`src/rtl/led_lane_reorder.sv`:
```
// Lane reorder (pass / lane reverse / lane rotate / per-lane bit reverse) into a 2-entry output buffer.
// One cycle latency with no bypass; in_ready depends only on the registered fill count.
module led_lane_reorder #(
  parameter int LANE_W = 8,
  parameter int LANES  = 2,
  parameter int ROT_W  = 1,
  parameter int CNT_W  = 16
) (
  input  logic                     clk,
  input  logic                     rst_n,
  input  logic [LANE_W*LANES-1:0]  in_data,
  input  logic [1:0]               in_mode,
  input  logic [ROT_W-1:0]         in_rot,
  input  logic                     in_valid,
  output logic                     in_ready,
  output logic [LANE_W*LANES-1:0]  out_data,
  output logic                     out_valid,
  input  logic                     out_ready,
  output logic [CNT_W-1:0]         beat_cnt
);

  localparam int W = LANE_W * LANES;

  logic [W-1:0] xf;
  logic [W-1:0] head_q;
  logic [W-1:0] tail_q;
  logic [1:0]   count_q;
  logic         push;
  logic         pop;

  always_comb begin
    xf = '0;
    for (int k = 0; k < LANES; k++) begin
      case (in_mode)
        2'd0: xf[k*LANE_W +: LANE_W] = in_data[k*LANE_W +: LANE_W];
        2'd1: xf[k*LANE_W +: LANE_W] = in_data[(LANES-1-k)*LANE_W +: LANE_W];
        // Rotate amount may exceed LANES-1 when LANES is not a power of two.
        2'd2: xf[k*LANE_W +: LANE_W] = in_data[((k + int'(in_rot)) % LANES)*LANE_W +: LANE_W];
        default: begin
          for (int j = 0; j < LANE_W; j++)
            xf[k*LANE_W + j] = in_data[k*LANE_W + LANE_W - 1 - j];
        end
      endcase
    end
  end

  assign in_ready  = (count_q != 2'd2);
  assign out_valid = (count_q != 2'd0);
  assign out_data  = head_q;
  assign push      = in_valid & in_ready;
  assign pop       = out_valid & out_ready;

  // head_q is the visible entry and keeps the last popped word once empty.
  always_ff @(posedge clk or negedge rst_n) begin
    if (!rst_n) begin
      head_q   <= '0;
      tail_q   <= '0;
      count_q  <= 2'd0;
      beat_cnt <= '0;
    end else begin
      case (count_q)
        2'd0: begin
          if (push) begin
            head_q  <= xf;
            count_q <= 2'd1;
          end
        end
        2'd1: begin
          if (push && pop) begin
            head_q <= xf;
          end else if (push) begin
            tail_q  <= xf;
            count_q <= 2'd2;
          end else if (pop) begin
            count_q <= 2'd0;
          end
        end
        default: begin
          if (pop) begin
            head_q  <= tail_q;
            count_q <= 2'd1;
          end
        end
      endcase
      if (pop)
        beat_cnt <= beat_cnt + CNT_W'(1);
    end
  end

endmodule

```
`config.mk`:
```
export PLATFORM = sky130hd
export DESIGN_NAME = led_lane_reorder
export DESIGN_NICKNAME = d
export VERILOG_FILES = /design/src/rtl/led_lane_reorder.sv
export SDC_FILE = /design/constraint.sdc
export NUM_CORES = 1
export LEC_CHECK = 0
export CORE_UTILIZATION = 55
export DETAILED_ROUTE_END_ITERATION = 10
export PLACE_DENSITY = 0.85
export SYNTH_ARGS = -nofsm -noshare
export SYNTH_HDL_FRONTEND = slang
export SYNTH_SLANG_ARGS = --single-unit
```
`constraint.sdc`:
```
create_clock -name clk -period 4.75 [get_ports clk]
set_clock_uncertainty 0.05 [all_clocks]
set_input_delay 0.475 -clock clk [delete_from_list [all_inputs] [get_ports clk]]
set_output_delay 0.475 -clock clk [all_outputs]
set_load 0.02 [all_outputs]
```
* After elaboration in Yosys (flattened, before gate mapping) *
Cells that the tools add are included.

word-level totals
  output and inout port bits = 34
  bits of input ports = 23
  logic and storage cells = 40
  register bits after elaboration = 50

cells by class
  add/sub/neg operators = 2
  bitwise logic cells = 4
  shift-type cells = 2
  eq/ne operators = 8
  muxes and demuxes = 12
  reduce and logical (&&, ||, !) cells = 8

operators by type and width
  operator               count
  $mux 16                3
  $pmux 8 s3             2
  $pmux 16 s2            1
  $shiftx 16x5->8        2
  $add 16x1->16 const B  1
  $mux 2                 5
  $ne 2x2->1 const B     4
  $reduce_and 3->1       2
  $eq 2x1->1 const B     2
  $logic_not 2->1        2
  $pmux 2 s2             1
  $reduce_and 4->1       1
  $ne 3x3->1 const B     1
  $reduce_bool 3->1      1
  $and 1x1->1            2
  $eq 2x2->1 const B     1
  $reduce_bool 2->1      1
  $add 1x1->1 const A    1
  $and 1x1->1 const A    1
  $logic_and 1x1->1      1
  $not 1->1              1

* Longest topological paths before layout *
Gate-level depths: netlist (run 1).

  word-level depth = 6
  depth in mapped cells = 6
  mapped depth without buffers = 5

* Worst setup path after synthesis (run 1) *
No wires, ideal clock.

  path type = input-to-reg
  start = in in_mode[0]
  end = reg head_q[10], in the netlist out_data[10]
  path slack = 3.073 ns
  setup time = 0.126 ns
  arrival = 1.501 ns
  buffers on the path = 2
  stages on the path = 5
  cell sequence = or2_1 buf_2 buf_6 o221a_1 a221o_1

between the ends
  longest elaborated chain between the ends = 4
  elaborated cells between the ends (all ways) = 7
  classes of those cells = eq/ne: 2; mux: 4; reduce/logical: 1

ends and longest elaborated chain
  item                                      RTL line  RTL
  start, declared                           12        input logic [1:0] in_mode,
  $eq 2x2->1, or another cell as far along  34        case (in_mode)
  $pmux 8 s3 (*)                            34
  $mux 16 (on tied branches)                69, 63
  $pmux 16 s2 (*)                           61        case (count_q)
  end signal, assigned                      80        head_q <= tail_q;
  end, declared                             25        logic [W-1:0] head_q;

Every way passes the cells marked *; elsewhere a longest branch is shown, timed or not. The select of a mux whose other input is x is not followed.
A chain may end at the register's enable or synchronous reset.

* Worst setup path in the final report (run 1) *
  start = in out_ready
  end = reg head_q[14], in the netlist out_data[14]

between the ends
  longest elaborated chain between the ends = 4
  elaborated cells between the ends (all ways) = 5
  classes of those cells = eq/ne: 1; bitwise: 1; reduce/logical: 3

ends and longest elaborated chain
  item                                   RTL line  RTL
  start, declared                        18        input logic out_ready,
  $and 1x1->1 (*)                        51        assign pop = out_valid & out_ready;
  $logic_and 1x1->1                      69        if (push && pop) begin
  $ne 2x2->1 (no source line)            -
  $reduce_and 3->1 (no source line) (*)  -

Every way passes the cells marked *; elsewhere a longest branch is shown, timed or not.

==> results of run 1 <==
-- Yosys cell counts, drive strengths merged --
cell / instances / share of area, %
o221a: 16 / 6.4
clkbuf: 9 / 1.2
nand2b: 1 / 0.22
mux2: 18 / 8.6
nand4: 1 / 0.22
nor3b: 16 / 4.3
nor2b: 16 / 3.6
dfrtp: 50 / 45
xor2: 6 / 1.9
o22ai: 1 / 0.45
ha: 1 / 0.45
o2111ai: 1 / 0.31
a221o: 16 / 5.7
xnor2: 9 / 2.8
o211ai: 1 / 0.27
o21ai: 16 / 2.9
mux2i: 1 / 0.36
nand3: 6 / 1.1
a21oi: 2 / 0.36
nor3: 3 / 0.71
nor2: 39 / 5.3
or3: 1 / 0.22
and3: 18 / 4.0
or2: 1 / 0.22
buf: 10 / 2.5
nand2: 7 / 1.0
inv: 3 / 0.40
-- cell usage in the layout (no fill, tap or decap), types with 6 or more instances in the layout --
cell	count
o21ai_0	9
nor3b_1	16
xnor2_1	9
nand3_1	6
o221a_1	9
nor2b_1	16
mux2_4	10
clkdlybuf4s50_1	55
o221a_2	7
o21ai_1	7
nor2_1	38
a221o_1	16
dfrtp_1	50
xor2_1	6
nand2_1	6
and3_1	18
mux2_2	8
-- flip-flops by register name, summed over array words and instances (netlist names) --
name      cells
count_q       2
tail_q       16
beat_cnt     16
out_data     16
-- kinds of logic after synthesis --
logic type / Yosys count / share of synthesized area (%)
compound gates: 53 / 16.4
xor+xnor: 15 / 4.68
fa+ha+maj: 1 / 0.446
buf+inv: 22 / 4.10
flops: 50 / 44.6
mux: 19 / 8.92
simple gates: 109 / 20.9
-- routing by layer --
layer	global-route usage, %	routed length (um)	up-vias	share of wire [%]
li1	-	-	1075	-
met1	30.6	2690	1126	45
met2	39.6	2990	71	50
met3	4.39	242	11	4.0
met4	10.0	103	0	1.7
met5	0	0	-	0
-- metrics by stage --
| step | hold slack (ns) | setup WS, ns | power, mW | std cells |
|---|---|---|---|---|
| after floorplan | 0.129 | 3.07 | 0.974 | 269 |
| final | 0.308 | 2.22 | 1.46 | 382 |
| after global routing | 0.382 | 2.10 | 1.53 | 382 |
| after global placement | 0.412 | 1.98 | 1.19 | 374 |
| after CTS | 0.340 | 2.22 | 1.46 | 382 |
| after detailed placement | 0.418 | 1.90 | 1.21 | 374 |
-- worst paths after layout --
kind	startpoint	endpoint	slack, ns
setup / recovery	out_ready	out_data[14]	2.22
hold / removal	rst_n	beat_cnt[8]	0.31
setup reg to reg	count_q[1]	out_data[14]	2.36
hold reg to reg	beat_cnt[15]	beat_cnt[15]	0.43
max in group asynchronous	rst_n	tail_q[13]	3.69
min in group clk	beat_cnt[15]	beat_cnt[15]	0.43
-- cell type report --
cell class	count	area (um2)	share of cell area [%]
well taps	67	83.8	2.44
clock buffers	5	68.8	2.00
multi-input cells	197	1440	41.8
repair buffers	57	563	16.4
flip-flops and latches	50	1250	36.4
clock inverters	3	21.3	0.619
inverters	3	11.3	0.328
-- worst register-to-register path, cell delays in order, from the launching register on --
cell and delay [ns]:
dfrtp_1 0.77, nor2_1 0.18, o22ai_2 0.60, nor2_2 0.30
a221o_1 0.38
-- power groups by stage --
stage               Combinational (mW)  Clock, mW  Sequential [mW]
finish                           0.543      0.248            0.666
global route                     0.583      0.267            0.681
CTS                              0.547      0.249            0.663
detailed placement               0.546          0            0.668
global placement                 0.529          0            0.666
floorplan                        0.253          0            0.721
==> run_results.csv, run 1 <==
group,metric,value,unit
routing,drtPass1Iterations,4,
worst_hold_path,hp-class,"in2async",
synthesis,synth_nets,293,
clock_network,cts_setup_buffers,0,
timing,period_needed,2.53,ns
cells_and_area,nFillCells,364,
global_routing,grt_pass1_vias,2138,
placement,gp_congestion,0.755,
floorplanning,num_rows,25,
timing,maxSlewHeadroom,29.3,%
clock_network,ctsResizeCount,0,
timing,tns,0,ns
placement,placed_area,0.00335,mm2
power,internal_power,0.959,mW
worst_setup_path,cp_max_fo,24,
worst_setup_path,crit_path_max_incr_delay,0.78,ns
cells_and_area,final_layout_size_suffix_gt1_share,12.4,%
worst_setup_path,crit_family,"compound AO/OA/AOI/OAI gates",
routing,vias,2283,
timing,fmax,0.395,GHz
synthesis,yosys_warnings,0,
global_routing,grtUsageTotal,23.8,%
routing,ant_nets,0,
routing,wire_per_inst,15.8,um
cells_and_area,nNetsFinal,338,
run,cap_violations,0,
synthesis,yosysUniqueCellTypes,35,
floorplanning,initial_core_util,58.2,%
cells_and_area,n_antenna_cell,0,
worst_setup_path,crit_path_cell_trace,"clkdlybuf4s50_1 -> o22ai_2 -> nor2_2 -> a221o_1",
synthesis,syn-cell-area,0.00281,mm2
worst_setup_path,required,4.89,ns
synthesis,synth-seq-cells,50,
synthesis,seq_area_frac_synth,44.6,%
worst_setup_path,cp-start-kind,"input port",
clock_network,clk_pin_slew,0.10,ns
timing,worstMarginPinSlew,1.06,ns
clock_network,clk_latency,0.31,ns
timing,setup_viol,0,
cells_and_area,utilization,71.4,%
power,power_density,424,mW/mm2
timing,maxSlewViolCount,0,
routing,routed_wl,6020,um
power,pwr-share-clk,17.0,%
placement,port_buffers,56,
timing,hold_violations,0,
routing,drt-initial-drc-count,123,
floorplanning,dieArea,0.00539,mm2
clock_network,htreeDepth,2,
global_routing,grt_pass1_wl,9780,um
timing,finalCritPeriodShare,53.3,%
power,vdd_ir_drop_max,0.188,mV
power,seq_power_share,45.7,%
routing,viasPerCell,5.98,
floorplanning,die_h,73.4,um
floorplanning,core_area,0.00482,mm2
clock_network,cts_tree,"done",
worst_setup_path,worstSetupEndpointType,"register",
cells_and_area,area_growth,22.6,%
clock_network,ctsHoldBuffers,0,
worst_setup_path,worstPathArrival,2.68,ns
clock_network,cts_root_buffer,"clkbuf_8",
floorplanning,pin_count,57,
power,sw_frac_of_total,34.2,%
worst_setup_path,rr_worst_depth,4,
clock_network,clockBufferDepth,2,
global_routing,grt-ovfl-total,0,
cells_and_area,final_cell_area,0.00344,mm2
placement,dp_hpwl,4350,um
worst_setup_path,critPathBufInv,1,
timing,rsz0062_at_grt,"false",
floorplanning,die_w,73.4,um
worst_setup_path,crit_type,"in2reg",
global_routing,antenna_found_initial,0,
synthesis,syn_avg_cell_area,10.4,um2
status,status,"complete, no violations",
worst_setup_path,slowest_stage,"clkdlybuf4s50_1",
power,p_switching,0.498,mW
power,pwr-share-comb,37.3,%
clock_network,cts_made_buffers,5,
routing,drc,0,
clock_network,clock-sinks,50,
global_routing,grt_max_degree,51,
power,p_leak,1.46,nW
worst_setup_path,path_depth,4,
synthesis,syn_inst,269,
Note: power is estimated with default switching activity, not from simulation.
==> run 2, diff against run 1 <==
- CORE_UTILIZATION: 55 -> 47
- PLACE_DENSITY: 0.85 -> 0.77
- clock period: 4.75 -> 2.14 ns (I/O delays scaled with it)
==> run 2 against run 1 <==
  * Flip-flop and latch count stayed put
  * Core utilization is 8.5 points lower
  * Sequential power is 120% higher
  * Setup slack worse by 2.0 ns
  * Via count is 0.88% higher
==> run_results.csv, run 2 (synthesized netlist as in run 1, its figures left out) <==
group,metric,value,unit
routing,vias,2303,
routing,viasPerCell,5.79,
clock_network,clockBufferDepth,2,
floorplanning,die_w,79.3,um
placement,gp_congestion,0.799,
placement,dp_cells,389,
global_routing,grt_pass1_wl,10300,um
cells_and_area,area_growth,26.4,%
global_routing,grt_max_degree,33,
worst_hold_path,hp-class,"in2async",
global_routing,grtUsageTotal,21.1,%
timing,tns,0,ns
floorplanning,pin_count,57,
floorplanning,die_h,79.3,um
worst_setup_path,worstPathArrival,1.61,ns
power,vdd_ir_drop_max,0.466,mV
clock_network,ctsResizeCount,0,
timing,setup_viol,0,
floorplanning,core_area,0.00564,mm2
placement,placed_area,0.00343,mm2
clock_network,cts_tree,"done",
clock_network,ctsHoldBuffers,1,
worst_setup_path,cp_max_fo,8,
clock_network,clock-sinks,50,
routing,routed_wl,6070,um
cells_and_area,seq_area,0.00125,mm2
cells_and_area,final_cell_mix,"clkdlybuf4s50_1 (55), dfrtp_1 (50), nor2_1 (38), and3_1 (18)",
worst_setup_path,reg2reg_slack,0.39,ns
power,power_density,939,mW/mm2
worst_setup_path,worstSetupEndpointType,"output pin",
timing,maxSlewHeadroom,53.5,%
power,p_leak,1.52,nW
floorplanning,initial_core_util,49.7,%
worst_setup_path,cp-start-kind,"register",
global_routing,grt-ovfl-total,0,
floorplanning,num_rows,27,
placement,port_buffers,56,
global_routing,grt_pass1_vias,2138,
cells_and_area,final_cell_area,0.00355,mm2
timing,holdWs,0.358,ns
clock_network,cts_setup_buffers,0,
worst_setup_path,crit_type,"reg2out",
timing,maxSlewViolCount,0,
timing,rsz0062_at_grt,"false",
clock_network,clk_latency,0.29,ns
placement,dp_hpwl,4510,um
floorplanning,dieArea,0.00628,mm2
routing,drt-initial-drc-count,101,
routing,drc,0,
timing,finalCritPeriodShare,87.8,%
run,cap_violations,0,
clock_network,htreeDepth,2,
timing,hold_violations,0,
cells_and_area,nNetsFinal,349,
routing,ant_nets,0,
timing,worstMarginPinSlew,0.697,ns
clock_network,cts_made_buffers,5,
cells_and_area,final_layout_size_suffix_gt1_share,14.4,%
clock_network,clk_pin_slew,0.09,ns
cells_and_area,layout.cells.non_filler,398,
timing,fmax,0.532,GHz
global_routing,antenna_found_initial,0,
routing,wire_per_inst,15.3,um
cells_and_area,multi_input_area,0.00144,mm2
timing,period_needed,1.88,ns
status,status,"complete, no violations",
clock_network,cts_root_buffer,"clkbuf_8",
routing,drtPass1Iterations,4,
cells_and_area,nFillCells,455,
cells_and_area,n_antenna_cell,0,
worst_setup_path,required,1.88,ns
cells_and_area,final_common_cell,"clkdlybuf4s50_1",
## run 2: cell types whose count changed in the layout (fill, tap and decap cells not counted), sizes merged
cell / previous run / this run
buf: 2 / 12
clkbuf: 5 / 7
clkinv: 2 / 0
bufinv: 0 / 1
clkinvlp: 1 / 0
dlygate4sd3: 0 / 1
## run 2: final timing paths
kind | startpoint | end | cells past startpoint
worst max-delay path | count_q[1] | out_valid | 3
worst min-delay path | rst_n | beat_cnt[13] | 2
worst max register to register | count_q[1] | out_data[2] | 4
worst min register to register | beat_cnt[8] | beat_cnt[8] | 1
max in group asynchronous | rst_n | out_data[11] | 3
min in group clk | beat_cnt[8] | beat_cnt[8] | 1
## run 2: cell type report
class                      instances  share of cell area, %
clock buffer                       7                   2.15
clock inverter                     1                  0.847
inverter                           3                  0.318
multi-input combinational        197                   40.6
sequential                        50                   35.3
tap                               72                   2.54
timing repair buffer              68                   18.3
## run 2: metal layers
metal | part of all wire, % | track usage [%] | up-vias
met3 | 4.1 | 3.45 | 7
met4 | 1.4 | 6.73 | 0
met2 | 48 | 34.6 | 68
li1 | - | - | 1095
met5 | 0 | 0 | -
met1 | 47 | 28.3 | 1133
## run 2: metrics by stage
stage	total power, mW	worst slack (ns)	util (%)
floorplan	2.16	0.573	-
global placement	2.67	0.159	60.8
detailed placement	2.71	0.121	60.8
CTS	3.35	0.255	62.9
global route	3.51	0.222	62.9
finish	3.33	0.261	62.9
## run 2: critical path, stage by stage, from the launching register on
cell and delay (ns):
dfrtp_1 0.47, nor2_1 0.23, inv_1 0.08, clkdlybuf4s50_1 0.54
## run 2: power breakdown
part	leakage, nW	switching (mW)	internal (mW)
combinational	0.854	0.547	0.680
clock	0.0524	0.295	0.350
sequential	0.617	0.223	1.24
total	1.52	1.06	2.27
